===== src/rtl/network_tx_arbiter_pkg.sv =====
// network_tx_pkg: shared state encoding and constants for the UDP transmit arbiter
package network_tx_pkg;
  typedef enum logic [1:0] {IDLE, STREAM, WAIT_TX, GAP} tx_arb_state_t;
  localparam int RMII_IFG_CYCLES = 48;
  localparam int UDP_WORD_W = 16;
endpackage


===== src/rtl/network_tx_arbiter_if.sv =====
// network_tx_arbiter_if: requester-side payload handshake shared by all sources
interface network_tx_arbiter_if #(parameter int NUM_REQ = 2);
  import network_tx_pkg::*;
  logic [NUM_REQ-1:0] valid;
  logic [NUM_REQ-1:0] last;
  logic [NUM_REQ-1:0] ready;
  logic [NUM_REQ*UDP_WORD_W-1:0] data;
  logic [NUM_REQ*UDP_WORD_W-1:0] dst_port;
  modport master (output valid, last, data, dst_port, input ready);
  modport slave (input valid, last, data, dst_port, output ready);
endinterface


===== src/rtl/network_tx_arbiter_rr_picker.sv =====
// rr_picker: first set request at or after the round-robin pointer, wrapping
module rr_picker #(
  parameter int N = 2,
  localparam int W = $clog2(N)
) (
  input  logic [N-1:0] req,
  input  logic [W-1:0] ptr,
  output logic         found,
  output logic [W-1:0] idx
);
  always_comb begin
    idx = ptr;
    for (int k = N - 1; k >= 0; k--)
      if (req[(int'(ptr) + k) % N]) idx = W'((int'(ptr) + k) % N);
  end
  assign found = |req;
endmodule


===== src/rtl/network_tx_arbiter.sv =====
// network_tx_arbiter: round-robin UDP tx arbiter; `TX_ARB_STATS_EN adds frame_cnt/drop_cnt outputs
module network_tx_arbiter
  import network_tx_pkg::*;
#(
  parameter int NUM_REQ = 2,
  parameter int MAX_WORDS = 64,
  parameter int IFG_CYCLES = RMII_IFG_CYCLES,
  parameter int START_TIMEOUT = 1024,
  localparam int GW = $clog2(NUM_REQ)
) (
  input  logic                  clk,
  input  logic                  rst_n,
  network_tx_arbiter_if.slave   req,
  input  logic                  eth_txen,
  output logic                  stack_axiiv,
  output logic [UDP_WORD_W-1:0] stack_axiid,
  output logic [UDP_WORD_W-1:0] stack_dst_port,
  output logic [GW-1:0]         grant_id,
  output logic                  busy,
  output logic                  err_underrun,
  output logic                  err_timeout
`ifdef TX_ARB_STATS_EN
  ,
  output logic [NUM_REQ*16-1:0] frame_cnt,
  output logic [15:0]           drop_cnt
`endif
);
  localparam int WW = $clog2(MAX_WORDS + 1);
  localparam int TW = $clog2((START_TIMEOUT > IFG_CYCLES ? START_TIMEOUT : IFG_CYCLES) + 1);
  tx_arb_state_t state, next;
  logic [GW-1:0] rr, pick;
  logic found, seen, accept, last_word, underrun, timeout, sent;
  logic [WW-1:0] wcnt;
  logic [TW-1:0] tcnt;
  logic [NUM_REQ-1:0] ready;
  rr_picker #(.N(NUM_REQ)) u_pick (.req(req.valid), .ptr(rr), .found(found), .idx(pick));
  assign accept = state == STREAM && req.valid[grant_id];
  assign last_word = req.last[grant_id] || wcnt == WW'(MAX_WORDS - 1);
  assign busy = state != IDLE;
  assign req.ready = ready;
  always_ff @(posedge clk or negedge rst_n)
    if (!rst_n) state <= IDLE;
    else state <= next;
  always_comb begin
    next = state;
    ready = '0;
    underrun = 1'b0;
    timeout = 1'b0;
    sent = 1'b0;
    case (state)
      IDLE: next = found ? STREAM : IDLE;
      STREAM: begin
        ready[grant_id] = req.valid[grant_id];
        underrun = !req.valid[grant_id];
        next = underrun || last_word ? WAIT_TX : STREAM;
      end
      WAIT_TX: begin
        sent = seen && !eth_txen;
        timeout = !seen && !eth_txen && tcnt == TW'(START_TIMEOUT - 1);
        next = sent || timeout ? GAP : WAIT_TX;
      end
      default: next = !eth_txen && tcnt == TW'(IFG_CYCLES - 1) ? IDLE : GAP;
    endcase
  end
  // tcnt doubles as start-timeout timer in WAIT_TX and gap timer in GAP
  always_ff @(posedge clk or negedge rst_n)
    if (!rst_n) begin
      stack_axiiv <= 1'b0;
      stack_axiid <= '0;
      stack_dst_port <= '0;
      grant_id <= '0;
      err_underrun <= 1'b0;
      err_timeout <= 1'b0;
      seen <= 1'b0;
      rr <= '0;
      wcnt <= '0;
      tcnt <= '0;
    end else begin
      stack_axiiv <= accept;
      err_underrun <= underrun;
      err_timeout <= timeout;
      seen <= state == WAIT_TX && (seen || eth_txen);
      tcnt <= next != state || (state == GAP && eth_txen) ? '0 :
              state == GAP || (state == WAIT_TX && !seen) ? tcnt + 1'b1 : tcnt;
      if (accept) begin
        stack_axiid <= req.data[grant_id*UDP_WORD_W +: UDP_WORD_W];
        wcnt <= wcnt == WW'(MAX_WORDS) ? wcnt : wcnt + 1'b1;
      end
      if (state == IDLE && found) begin
        grant_id <= pick;
        stack_dst_port <= req.dst_port[pick*UDP_WORD_W +: UDP_WORD_W];
        wcnt <= '0;
      end
      if (state == GAP && next == IDLE) rr <= grant_id == GW'(NUM_REQ - 1) ? '0 : grant_id + 1'b1;
    end
`ifdef TX_ARB_STATS_EN
  logic truncate;
  assign truncate = accept && !req.last[grant_id] && wcnt == WW'(MAX_WORDS - 1);
  always_ff @(posedge clk or negedge rst_n)
    if (!rst_n) begin
      frame_cnt <= '0;
      drop_cnt <= '0;
    end else begin
      if (sent) frame_cnt[grant_id*16 +: 16] <= frame_cnt[grant_id*16 +: 16] + 1'b1;
      if ((underrun || timeout || truncate) && drop_cnt != '1) drop_cnt <= drop_cnt + 1'b1;
    end
`endif
endmodule

===== src/flat_wrapper.sv =====
// flat-port wrapper written by rule: the top's interface ports become plain ports
module network_tx_arbiter_flat import network_tx_pkg::*;
#(
  parameter int NUM_REQ = 2,
  parameter int MAX_WORDS = 64,
  parameter int IFG_CYCLES = RMII_IFG_CYCLES,
  parameter int START_TIMEOUT = 1024,
  localparam int GW = $clog2(NUM_REQ)
)
  (clk, rst_n, eth_txen, stack_axiiv, stack_axiid, stack_dst_port, grant_id, busy, err_underrun, err_timeout, req_valid, req_last, req_data, req_dst_port, req_ready);
  network_tx_arbiter_if #(.NUM_REQ(NUM_REQ)) req_i ();
  input  logic clk;
  input  logic rst_n;
  input  logic eth_txen;
  output logic stack_axiiv;
  output logic [UDP_WORD_W-1:0] stack_axiid;
  output logic [UDP_WORD_W-1:0] stack_dst_port;
  output logic [GW-1:0] grant_id;
  output logic busy;
  output logic err_underrun;
  output logic err_timeout;
  input wire logic [$bits(req_i.valid)-1:0] req_valid;
  input wire logic [$bits(req_i.last)-1:0] req_last;
  input wire logic [$bits(req_i.data)-1:0] req_data;
  input wire logic [$bits(req_i.dst_port)-1:0] req_dst_port;
  output wire logic [$bits(req_i.ready)-1:0] req_ready;
  assign req_i.valid = req_valid;
  assign req_i.last = req_last;
  assign req_i.data = req_data;
  assign req_i.dst_port = req_dst_port;
  assign req_ready = req_i.ready;
  network_tx_arbiter #(.NUM_REQ(NUM_REQ), .MAX_WORDS(MAX_WORDS), .IFG_CYCLES(IFG_CYCLES), .START_TIMEOUT(START_TIMEOUT)) u_core (.clk(clk), .rst_n(rst_n), .req(req_i), .eth_txen(eth_txen), .stack_axiiv(stack_axiiv), .stack_axiid(stack_axiid), .stack_dst_port(stack_dst_port), .grant_id(grant_id), .busy(busy), .err_underrun(err_underrun), .err_timeout(err_timeout));
endmodule

===== config.mk =====
export PLATFORM = sky130hd
export DESIGN_NAME = network_tx_arbiter_flat
export DESIGN_NICKNAME = d
export VERILOG_FILES = /design/src/rtl/network_tx_arbiter_pkg.sv /design/src/rtl/network_tx_arbiter_if.sv /design/src/rtl/network_tx_arbiter_rr_picker.sv /design/src/rtl/network_tx_arbiter.sv /design/src/flat_wrapper.sv
export SDC_FILE = /design/constraint.sdc
export NUM_CORES = 1
export LEC_CHECK = 0
export ABC_AREA = 1
export BUFFER_PORTS_ARGS = -buffer_cell sky130_fd_sc_hd__buf_2
export CORE_MARGIN = 5
export CORE_UTILIZATION = 45
export CTS_CLUSTER_SIZE = 40
export DETAILED_ROUTE_END_ITERATION = 8
export PLACE_DENSITY_LB_ADDON = 0.2
export SETUP_SLACK_MARGIN = 0.05
export SYNTH_ARGS = -nofsm -noshare
export SYNTH_HDL_FRONTEND = slang
export SYNTH_SLANG_ARGS = --single-unit

===== constraint.sdc =====
create_clock -name clk -period 1.45 [get_ports clk]
set_clock_uncertainty 0.2 [all_clocks]
set_input_delay 0.29 -clock clk [delete_from_list [all_inputs] [get_ports clk]]
set_output_delay 0.29 -clock clk [all_outputs]
set_load 0.01 [all_outputs]

==> impl_results.md <==
* Min setup slack post-route at -0.370 ns
* Hold Path Cell Cnt at 3
* Clk buf depth at 2
* Max-capacitance violation count at 0
* CP Class: reg -> reg
* Unique cell type count in the Yosys netlist at 27
* Portion of the post-synthesis area used by sequential elements at between 40% and 50%
* Number of rows in the core area at 29
* Synth warn at 0
* Number of fillers in the final layout at roughly 370
* Effective utilization at floorplan at 46.6%
* Post-CTS clock slew at the launch and capture registers of the worst setup and hold paths at approximately 0.07 ns
* Worst hold margin at 0.00262 ns
* Syn Nets at 452
* Number of antenna-violating nets in the routed design at 0
* Overall routing resource usage at between 20% and 30%
* Hold violation count in the final report at 0
* Clock root buffer master: sky130_fd_sc_hd__clkbuf_8
* Violations in the final reports: setup timing
* Slew @ Worst Pin at around 0.49 ns
* Number of placed I/O pins at between 100 and 150
* Overflow after GRT at 0
* End point of the most critical hold path: u_core.stack_axiid[6]
* Synth-to-layout area growth at 70.4%
* Beginning of the worst hold path: req_data[6]
* Reg-to-Reg End: u_core.tcnt[0]
* Leak Pwr at roughly 2.5 nW
* Post-synth design cell area at 2990 um^2
* Gp weighted congestion at about 0.87
* Core Region at roughly 6400 um^2
* Final critical delay including setup and external delays at between 1.5 and 2 ns
* Crit path DAT at 1.84 ns
* Clock tree from TritonCTS: built
* Element type at the critical path end: register
* Final Util at 79.4%
* Number of synthesized flops with an enable pin at 0
* Die Height at between 90 and 100 um
* TritonRoute pass-1 iters at 5
* Power per standard cell area at approximately 1900 nW/um^2
* Half-perimeter wire length after detailed placement at about 6200 um
* Setup repair after global routing missed its margin: yes
* Clock network latency to the later pin of the worst-skew pair at between 0.3 and 0.4 ns
* Share of synthesized flip-flops with an asynchronous set or reset at 100%
* Die Wd at 91.5 um
* Placed cell count at 598
* Proportion of layout cells with a drive suffix above 1 at between 50% and 60%
* Port bufs at 109
* Launch point of the worst reg-to-reg path: u_core.wcnt[1]
* DR vias at between 3k and 4k
* Status: complete, but fails checks
* Number of standard cells in the final layout excluding fillers at 655
* Min-delay worst type: in -> reg
* First-pass GRT wire length at approximately 16000 um
* Max IR drop VDD at around 1.2 mV
* Slew Viols, Final at 0
* Full die area at roughly 8400 um^2
* Mean number of vias per cell at approximately 5.3
* Synth Register Bits at 58
* Pin count of the biggest net entering global routing at 30
* Mean post-synth cell area at slightly below 8 um^2
* Sink Count at between 50 and 60
* Antenna violations before repair at 0
* Inserted Clock Buffers at 9
* Maximum operating frequency at 549 MHz
* Relative max-transition margin at about 67%
* Number of nets in the finished design at 647
* Top_reg_cell synth: sky130_fd_sc_hd__dfrtp_1
* Portion of the clock cycle consumed by the worst path in the final layout at 126%
* R2R cell count at 9
* Flop2flop setup slack at -0.37 ns
* Critical Path RT at 1.47 ns
* N_diodes at 0
* Largest fanout on the critical path at 6
* Via count of the first global-routing pass at 3384
* Routed length per instance at between 15 and 20 um
* Setup-failing EPs final at 60
* # H-tree levels at 3
* Number of DRC markers in iteration 0 at ~180
* Final wirelength at about 11000 um
* Startpoint types: register
* Post-synthesis instance total at approximately 380
* Setup Slack @ Placement at -0.200 ns
* Drc violations at 0
per-layer routing:
layer	up-vias	wire length (um)	share of wire, %	track usage (%)
li1	1614	-	-	-
met1	1666	4140	38	28.3
met2	155	5550	51	39.5
met3	41	679	6.3	5.04
met4	0	433	4.0	10.6
met5	-	0	0	0
synthesized netlist by cell type, types with 2 or more instances:
library cell / n / area, um^2
sky130_fd_sc_hd__dfrtp_1: 58 / 1450
sky130_fd_sc_hd__nand3_1: 30 / 150
sky130_fd_sc_hd__buf_2: 4 / 20.0
sky130_fd_sc_hd__a21oi_1: 33 / 165
sky130_fd_sc_hd__nand2_1: 88 / 330
sky130_fd_sc_hd__xor2_1: 9 / 78.8
sky130_fd_sc_hd__inv_1: 26 / 97.6
sky130_fd_sc_hd__o21ai_2: 2 / 17.5
sky130_fd_sc_hd__nor2_2: 12 / 75.1
sky130_fd_sc_hd__inv_2: 5 / 18.8
sky130_fd_sc_hd__o21ai_0: 9 / 45.0
sky130_fd_sc_hd__buf_6: 5 / 56.3
sky130_fd_sc_hd__nand2_2: 3 / 18.8
sky130_fd_sc_hd__clkbuf_1: 4 / 15.0
sky130_fd_sc_hd__a31oi_1: 16 / 100
sky130_fd_sc_hd__ha_1: 3 / 37.5
sky130_fd_sc_hd__nor2_1: 61 / 229
power by group:
group,total (mW),leakage [nW],internal [mW],switching (mW)
logic,5.73,1.66,2.77,2.95
clock network,1.42,0.0958,0.781,0.644
registers,2.69,0.702,2.24,0.456
what timing repair did:
action / 4_1_cts / 5_1_grt
gates cloned: 6 / 0
endpoints found under the hold margin: 58 / 3
pin swaps: 12 / 21
buffers inserted: 20 / 23
hold buffers: 1 / 3
resized for setup: 72 / 84
setup endpoints to repair: 58 / 65
through the flow:
step / setup TNS [ns] / instance area (um^2) / total power, mW
floorplan: -1.04 / 3020 / 4.65
global placement: -3.86 / 4000 / 6.17
detailed placement: -6.40 / 4000 / 6.29
CTS: -12.68 / 4750 / 9.03
global route: -17.60 / 5100 / 10.4
finish: -13.87 / 5100 / 9.85
sequential cells by signal, summed over array words and instances (netlist names):
| name | cells |
|---|---|
| u_core.seen | 1 |
| u_core.stack_axiid | 16 |
| u_core.tcnt | 11 |
| u_core.state | 2 |
| u_core.stack_dst_port | 16 |
| u_core.grant_id | 1 |
| u_core.wcnt | 7 |
| u_core.rr | 1 |
| u_core.err_timeout | 1 |
| u_core.err_underrun | 1 |
| u_core.stack_axiiv | 1 |
area by class of cell:
cell class | instances | area, um^2 | area share [%]
multi-input combinational | 275 | 1730 | 34.0
timing repair buffer | 197 | 1480 | 29.1
clock buffer | 10 | 128 | 2.50
clock inverter | 6 | 57.6 | 1.13
inverter | 32 | 145 | 2.85
sequential | 58 | 1450 | 28.5
tap | 77 | 96.3 | 1.89
worst max path at each step:
| stage | from | to |
|---|---|---|
| CTS | u_core.state[0] | busy |
| global placement | u_core.tcnt[0] | u_core.tcnt[10] |
| global route | u_core.wcnt[1] | u_core.tcnt[6] |
| floorplan | u_core.tcnt[0] | u_core.tcnt[4] |
| finish | u_core.wcnt[1] | u_core.tcnt[0] |
| detailed placement | u_core.tcnt[1] | u_core.tcnt[10] |
critical path: stages, from the launching register on:
cell                      delay, ns
sky130_fd_sc_hd__dfrtp_1       0.39
sky130_fd_sc_hd__ha_1          0.20
sky130_fd_sc_hd__nand2_1       0.07
sky130_fd_sc_hd__nor2_1        0.17
sky130_fd_sc_hd__nand2_1       0.12
sky130_fd_sc_hd__nand3_1       0.14
sky130_fd_sc_hd__nand2_2       0.09
sky130_fd_sc_hd__nand3_2       0.11
sky130_fd_sc_hd__buf_6         0.18
sky130_fd_sc_hd__nor2_4        0.03
layout by cell type, fill, tap and decap left out, drive strengths merged:
master       instances
nand3               31
o21bai               2
ha                   3
clkinvlp             1
clkbuf              10
o21ai               13
dlygate4sd3          4
xor2                 9
nand3b               1
a31oi               16
nor3                 1
bufinv               1
a21oi               33
buf                193
dfrtp               58
nand4                1
clkinv               5
nand2               92
inv                 31
nor2                73
cells by family (layout without fill, tap and decap cells):
family | Yosys count | count (layout) | share of synthesized area [%]
xor gates and xnor gates | 9 | 9 | 2.64
buffers and inverters | 45 | 245 | 7.11
AOI/OAI and AO/OA | 64 | 64 | 12.3
DFF | 58 | 58 | 48.5
adders and majority gates | 3 | 3 | 1.25
and+or+nand+nor | 199 | 199 | 28.2
No activity file was read; power rests on OpenSTA's default activity.
